$ cat src/rtl/mem_access_unit_pkg.sv
// Shared definitions for the data-memory access stage: access-size
// encodings, FSM state type and a misalignment helper.
package mem_access_unit_pkg;

  localparam int DM_OP_BIT = 3;

  localparam logic [DM_OP_BIT-1:0] DM_W  = 3'd0;
  localparam logic [DM_OP_BIT-1:0] DM_H  = 3'd1;
  localparam logic [DM_OP_BIT-1:0] DM_HU = 3'd2;
  localparam logic [DM_OP_BIT-1:0] DM_B  = 3'd3;
  localparam logic [DM_OP_BIT-1:0] DM_BU = 3'd4;

  typedef enum logic [1:0] {
    MA_IDLE = 2'd0,
    MA_REQ  = 2'd1,
    MA_RESP = 2'd2
  } ma_state_t;

  // Word accesses need addr[1:0]==0, halfword accesses need addr[0]==0.
  function automatic logic is_misaligned(input logic [DM_OP_BIT-1:0] size,
                                         input logic [1:0] lo);
    case (size)
      DM_W:        return lo != 2'b00;
      DM_H, DM_HU: return lo[0];
      default:     return 1'b0;
    endcase
  endfunction

endpackage

$ cat src/rtl/mem_access_unit_lane_fmt.sv
// mem_lane_fmt: purely combinational byte-lane handling. The store side
// works on the incoming op (byte enables, lane replication, misalignment);
// the load side works on the latched op (lane extraction and extension).
module mem_lane_fmt
  import mem_access_unit_pkg::*;
(
  input  logic [DM_OP_BIT-1:0] op_size,
  input  logic [1:0]           op_addr_lo,
  input  logic [31:0]          op_wdata,
  output logic [3:0]           be,
  output logic [31:0]          wdata_rep,
  output logic                 misaligned,
  input  logic [DM_OP_BIT-1:0] ld_size,
  input  logic [1:0]           ld_addr_lo,
  input  logic [31:0]          rdata,
  output logic [31:0]          load_ext
);

  logic [7:0]  ld_byte;
  logic [15:0] ld_half;

  // Byte enables and store-data replication; misaligned halfwords align down via addr[1].
  always_comb begin
    be        = 4'b1111;
    wdata_rep = op_wdata;
    case (op_size)
      DM_B, DM_BU: begin
        be        = 4'b0001 << op_addr_lo;
        wdata_rep = {4{op_wdata[7:0]}};
      end
      DM_H, DM_HU: begin
        be        = op_addr_lo[1] ? 4'b1100 : 4'b0011;
        wdata_rep = {2{op_wdata[15:0]}};
      end
      default: begin
        be        = 4'b1111;
        wdata_rep = op_wdata;
      end
    endcase
  end

  assign misaligned = is_misaligned(op_size, op_addr_lo);

  // Lane extraction followed by sign or zero extension.
  always_comb begin
    ld_byte  = rdata[7:0];
    ld_half  = ld_addr_lo[1] ? rdata[31:16] : rdata[15:0];
    load_ext = rdata;
    case (ld_addr_lo)
      2'd0:    ld_byte = rdata[7:0];
      2'd1:    ld_byte = rdata[15:8];
      2'd2:    ld_byte = rdata[23:16];
      default: ld_byte = rdata[31:24];
    endcase
    case (ld_size)
      DM_B:    load_ext = {{24{ld_byte[7]}}, ld_byte};
      DM_BU:   load_ext = {24'd0, ld_byte};
      DM_H:    load_ext = {{16{ld_half[15]}}, ld_half};
      DM_HU:   load_ext = {16'd0, ld_half};
      default: load_ext = rdata;
    endcase
  end

endmodule

$ cat src/rtl/mem_access_unit.sv
// mem_access_unit: turns one load/store from the EX/MEM register into a
// req/ack RAM transaction, stalling upstream while the RAM is busy.
// Handshake: ram_req rises in REQ and is held, with address/enables/data
// stable, until the cycle ram_ack is seen high; ram_rdata is taken that
// same cycle. ram_ack in any other state is ignored.
// Build option MEM_MISALIGN_TRAP_EN: misaligned word/halfword ops are not
// issued and instead raise err; otherwise they are aligned down.
module mem_access_unit
  import mem_access_unit_pkg::*;
#(
  parameter int ADDR_W  = 10,
  parameter int TIMEOUT = 15
) (
  input  logic                 clk,
  input  logic                 rst,
  input  logic                 op_valid,
  input  logic                 op_we,
  input  logic [DM_OP_BIT-1:0] op_size,
  input  logic [31:0]          op_addr,
  input  logic [31:0]          op_wdata,
  input  logic                 flush,
  output logic                 ram_req,
  output logic                 ram_we,
  output logic [ADDR_W-1:0]    ram_addr,
  output logic [3:0]           ram_be,
  output logic [31:0]          ram_wdata,
  input  logic                 ram_ack,
  input  logic [31:0]          ram_rdata,
  output logic                 stall,
  output logic                 done,
  output logic [31:0]          load_data,
  output logic                 err,
  output ma_state_t            state_dbg
);

  localparam logic [7:0] TMO = 8'(TIMEOUT);

  ma_state_t             state_q, state_d;
  logic [7:0]            timer_q;
  logic                  drop_q;
  logic                  trap_q;
  logic                  we_q;
  logic [DM_OP_BIT-1:0]  size_q;
  logic [1:0]            lo_q;
  logic [3:0]            fmt_be;
  logic [31:0]           fmt_wdata;
  logic [31:0]           fmt_load;
  logic                  fmt_mis;
  logic                  accept;
  logic                  trap_now;
  logic                  ack_take;
  logic                  timeout;

  mem_lane_fmt u_fmt (
    .op_size    (op_size),
    .op_addr_lo (op_addr[1:0]),
    .op_wdata   (op_wdata),
    .be         (fmt_be),
    .wdata_rep  (fmt_wdata),
    .misaligned (fmt_mis),
    .ld_size    (size_q),
    .ld_addr_lo (lo_q),
    .rdata      (ram_rdata),
    .load_ext   (fmt_load)
  );

  assign accept    = (state_q == MA_IDLE) && op_valid && !flush;
  assign state_dbg = state_q;

`ifdef MEM_MISALIGN_TRAP_EN
  assign trap_now = accept && fmt_mis;
  logic unused_bits;
  assign unused_bits = ^{op_addr[31:ADDR_W+2]};
`else
  assign trap_now = 1'b0;
  logic unused_bits;
  assign unused_bits = ^{op_addr[31:ADDR_W+2], fmt_mis};
`endif

  // Next-state and handshake outputs; a trapped op skips REQ entirely.
  always_comb begin
    state_d  = state_q;
    ram_req  = 1'b0;
    ram_we   = 1'b0;
    stall    = 1'b0;
    done     = 1'b0;
    err      = 1'b0;
    ack_take = 1'b0;
    timeout  = 1'b0;
    case (state_q)
      MA_IDLE: begin
        stall = op_valid && !flush;
        if (accept) state_d = trap_now ? MA_RESP : MA_REQ;
      end
      MA_REQ: begin
        ram_req = 1'b1;
        ram_we  = we_q;
        stall   = 1'b1;
        if (ram_ack) begin
          ack_take = 1'b1;
          state_d  = MA_RESP;
        end else if (timer_q == TMO) begin
          err     = 1'b1;
          timeout = 1'b1;
          state_d = MA_IDLE;
        end
      end
      MA_RESP: begin
        done    = !drop_q && !trap_q && !flush;
        err     = trap_q;
        state_d = MA_IDLE;
      end
      default: state_d = MA_IDLE;
    endcase
  end

  // State register; reset aborts any transaction in flight.
  always_ff @(posedge clk or posedge rst) begin
    if (rst) state_q <= MA_IDLE;
    else     state_q <= state_d;
  end

  // Request fields latched at acceptance so they stay stable while ram_req is held.
  always_ff @(posedge clk or posedge rst) begin
    if (rst) begin
      ram_addr  <= '0;
      ram_be    <= '0;
      ram_wdata <= '0;
      we_q      <= 1'b0;
      size_q    <= DM_W;
      lo_q      <= 2'b00;
    end else if (accept) begin
      ram_addr  <= op_addr[ADDR_W+1:2];
      ram_be    <= fmt_be;
      ram_wdata <= fmt_wdata;
      we_q      <= op_we;
      size_q    <= op_size;
      lo_q      <= op_addr[1:0];
    end
  end

  // Timeout timer, drop flag (flush while the bus op is in flight) and trap flag.
  always_ff @(posedge clk or posedge rst) begin
    if (rst) begin
      timer_q <= '0;
      drop_q  <= 1'b0;
      trap_q  <= 1'b0;
    end else if (accept) begin
      timer_q <= '0;
      drop_q  <= 1'b0;
      trap_q  <= trap_now;
    end else if (state_q == MA_REQ) begin
      timer_q <= timer_q + 8'd1;
      if (flush) drop_q <= 1'b1;
    end
  end

  // Load result: formatted on ack, zero for stores, timeouts and traps.
  always_ff @(posedge clk or posedge rst) begin
    if (rst)                 load_data <= '0;
    else if (ack_take)       load_data <= we_q ? 32'd0 : fmt_load;
    else if (timeout)        load_data <= '0;
    else if (trap_now)       load_data <= '0;
  end

endmodule

$ cat config.mk
export PLATFORM = sky130hd
export DESIGN_NAME = mem_access_unit
export DESIGN_NICKNAME = d
export VERILOG_FILES = /design/src/rtl/mem_access_unit_pkg.sv /design/src/rtl/mem_access_unit_lane_fmt.sv /design/src/rtl/mem_access_unit.sv
export SDC_FILE = /design/constraint.sdc
export NUM_CORES = 1
export LEC_CHECK = 0
export BUFFER_PORTS_ARGS = -buffer_cell sky130_fd_sc_hd__clkbuf_2
export CAP_MARGIN = 20
export CORE_ASPECT_RATIO = 1.1
export CORE_MARGIN = 2
export CORE_UTILIZATION = 52
export DETAILED_ROUTE_END_ITERATION = 8
export PLACE_DENSITY = 0.82
export SYNTH_ARGS = -nofsm -noshare
export SYNTH_HDL_FRONTEND = slang
export SYNTH_SLANG_ARGS = --single-unit
$ cat constraint.sdc
create_clock -name clk -period 5.7 [get_ports clk]
set_input_delay 0.855 -clock clk [delete_from_list [all_inputs] [get_ports clk]]
set_output_delay 0.855 -clock clk [all_outputs]
set_load 0.01 [all_outputs]
==> impl_metrics.csv <==
group,metric,value,unit
clock_tree,max-clock-path-buffers,2,
clock_tree,cts.sinks,95,
timing,slew_violations,0,
min_path,min_from,"ram_wdata[5]$_DFFE_PP0P_",
timing,fin_crit,2.97,ns
clock_tree,post_cts_buffers,0,
timing,setup_violations,0,
final_layout,layout.nets,715,
detailed_routing,wl_per_cell,16.4,um
worst_setup_path,cp.arrival,2.11,ns
final_layout,nFillCells,686,
timing,max-slew-margin-rel,30.5,%
worst_setup_path,cp_max_fo,64,
final_layout,diodes,0,
clock_tree,clkTransAtPathRegs,0.10,ns
global_routing,track_usage,25.5,%
clock_tree,cts_htree_levels,3,
floorplanning,die_x,92.6,um
detailed_routing,drt_iter0_drc,316,
yosys,synth_warnings,0,
worst_setup_path,endpoint_kind,"output pin",
timing,fin_skew,0.0141,ns
pwr,vdd.ir_drop.worst,205,uV
floorplanning,io_pins,190,
yosys,syn_nets,564,
timing,fin_tns_setup,0,ns
min_path,hold_class,"reg -> reg",
placement,gp_congestion,0.916,
status,outcome,"finished clean",
timing,tightest_slew,1.04,ns
final_layout,synthToLayoutAreaGrowth,23.9,%
min_path,worstHoldPathCells,2,
yosys,synth-seq-cells,95,
global_routing,grt_max_degree,65,
clock_tree,hold_buffers,0,
global_routing,grt_antenna_before_repair,0,
clock_tree,tritoncts,"yes",
final_layout,post-route-util,66.5,%
detailed_routing,vias,4128,
final_layout,fin_cells,725,
worst_setup_path,required,4.85,ns
min_path,worstHoldEndpoint,"ram_wdata[5]$_DFFE_PP0P_",
flow_run,maxCapViolations,0,
placement,hpwl,8630,um
timing,hold_violations,0,
yosys,synthCells,458,
floorplanning,start_util,53.7,%
detailed_routing,wirelength,11900,um
worst_setup_path,reg2reg_to,"load_data[25]$_DFFE_PP0P_",
final_layout,stdcell_area,5560,um2
floorplanning,die_h,101,um
worst_setup_path,critical_path_class,"in -> out",
final_layout,drive_gt1_share,33.7,%
floorplanning,dieArea,9390,um2
global_routing,grt_remaining_overflow,0,
detailed_routing,viasPerCell,5.69,
final_layout,regArea,2380,um2
global_routing,grt_pass1_vias,3885,
yosys,synth-edff-count,0,
placement,dp_cells,708,
pwr,powerDensity,406,nW/um2
yosys,yosysSeqAreaShare,53.0,%
timing,period_share,52.1,%
clock_tree,cts.repair.resized,0,
worst_setup_path,r2r_slack,3.26,ns
worst_setup_path,r2r_start,"lo_q[1]$_DFFE_PP0P_",
yosys,synth_area_leaders,"dfrtp_1 (53%), nand2_1 (9.8%), o2bb2ai_1 (5.9%), mux4_2 (4.0%), nor2_1 (3.5%)",
worst_setup_path,worst_setup_path_start_kind,"input port",
pwr,p_leak,2.80,nW
clock_tree,cts_buffers,9,
yosys,yosysTopAreaCell,"dfrtp_1",
yosys,synthesis.area,4490,um2
yosys,synth.avg_cell_area,9.80,um2
yosys,synth_cell_types,48,
yosys,synthFlopType,"dfrtp_1",
detailed_routing,ant_nets,0,
yosys,synth_most_common_cell,"nand2_1",
floorplanning,rows,35,
yosys,synthArstFlopShare,100,%
timing,whs,0.483,ns
yosys,netlist.area_leader.share,53.0,%
timing,fmax,0.337,GHz
placement,placed_area,5370,um2
clock_tree,insertion_delay,0.35,ns
floorplanning,core_area,8360,um2
timing,rsz0062_at_grt,"no",
clock_tree,clockRootBuffer,"clkbuf_8",
yosys,synth_top_cells_by_count,"nand2_1 (117), dfrtp_1 (95), nor2_1 (42), o2bb2ai_1 (30), clkbuf_1 (23)",
placement,place.port_buffers,169,
detailed_routing,dr.pass1.iters,5,
detailed_routing,drc,0,
final_layout,multi_input_area,1970,um2
global_routing,grt_pass1_wl,19000,um
worst_setup_path,reg2regPathDepth,4,
==> metrics by stage <==
| stage | power (mW) | worst slack [ns] |
|---|---|---|
| 6_report | 2.26 | 2.73 |
| 2_1_floorplan | 1.51 | 2.37 |
| 4_1_cts | 2.27 | 2.72 |
| 5_1_grt | 2.40 | 2.60 |
| 3_3_place_gp | 1.82 | 2.79 |
| 3_5_place_dp | 1.85 | 2.72 |
==> worst max-delay path: stages <==
cell and delay, ns:
clkbuf_2 0.11, nor4b_2 0.22, buf_4 0.55, nor2_1 0.17, inv_1 0.08, clkbuf_2 0.12
==> cell usage in the layout (no fill, tap or decap), types with 2 or more instances in the layout <==
cell / netlist / final
mux2i_1: 11 / 11
inv_1: 4 / 3
and2_1: 4 / 4
nor2_1: 42 / 42
o221ai_1: 7 / 7
clkbuf_8: 0 / 10
mux4_2: 8 / 8
and3_1: 3 / 3
nand2b_1: 2 / 2
xnor2_1: 2 / 2
clkinv_4: 0 / 3
a22oi_1: 7 / 7
o2bb2ai_1: 30 / 30
o22ai_1: 7 / 7
or3b_2: 2 / 2
a21oi_1: 3 / 3
a31oi_1: 18 / 18
nand3_1: 4 / 4
buf_4: 0 / 4
nand3b_1: 2 / 2
o31ai_1: 2 / 2
o21ai_0: 22 / 21
nand4_1: 2 / 2
dfrtp_1: 95 / 95
clkbuf_2: 0 / 169
o21a_1: 2 / 2
nand2_1: 117 / 117
nor3_1: 8 / 8
==> registers in the layout, summed over array words and instances (netlist names) <==
register   count
ram_be         4
ram_wdata     32
we_q           1
drop_q         1
ram_addr      10
lo_q           2
size_q         3
load_data     32
timer_q        8
state_dbg      2
==> layout make-up <==
class	instances	area share, %
Sequential cell	95	42.8
Clock buffer	11	2.54
Timing Repair Buffer	173	15.8
Clock inverter	5	0.765
Tap cell	111	2.50
Multi-Input combinational cell	326	35.4
Inverter	4	0.315
==> cell families (layout without fill, tap and decap cells) <==
kind of cell / Yosys count / count (layout) / synth area share (%)
and+or+nand+nor: 196 / 196 / 18.9
adders and majority gates: 1 / 1 / 0.279
xor gates and xnor gates: 2 / 2 / 0.390
buffers and inverters: 37 / 193 / 3.46
AOI/OAI and AO/OA: 108 / 108 / 17.6
DFF: 95 / 95 / 53.0
muxes: 19 / 19 / 6.47
==> layer usage <==
metal	wire length, um	up-vias	track usage, %
met5	0	-	0
met4	395	0	12.6
met3	792	32	4.24
met2	5840	175	40.0
met1	4840	1987	34.7
li1	-	1934	-
==> where the power goes <==
part	total (mW)	internal, mW	switching (mW)
registers	1.04	0.890	0.154
logic	0.801	0.358	0.443
clock network	0.411	0.175	0.237
==> worst max-delay path by stage <==
stage                    endpoint  cells past startpoint  startpoint
3_5_place_dp                stall                      6       flush
2_1_floorplan  drop_q$_DFFE_PP0P_                      1         rst
5_1_grt                     stall                      6       flush
4_1_cts                     stall                      6       flush
3_3_place_gp                stall                      6       flush
6_report                    stall                      6       flush
No activity file was read; power rests on OpenSTA's default activity.
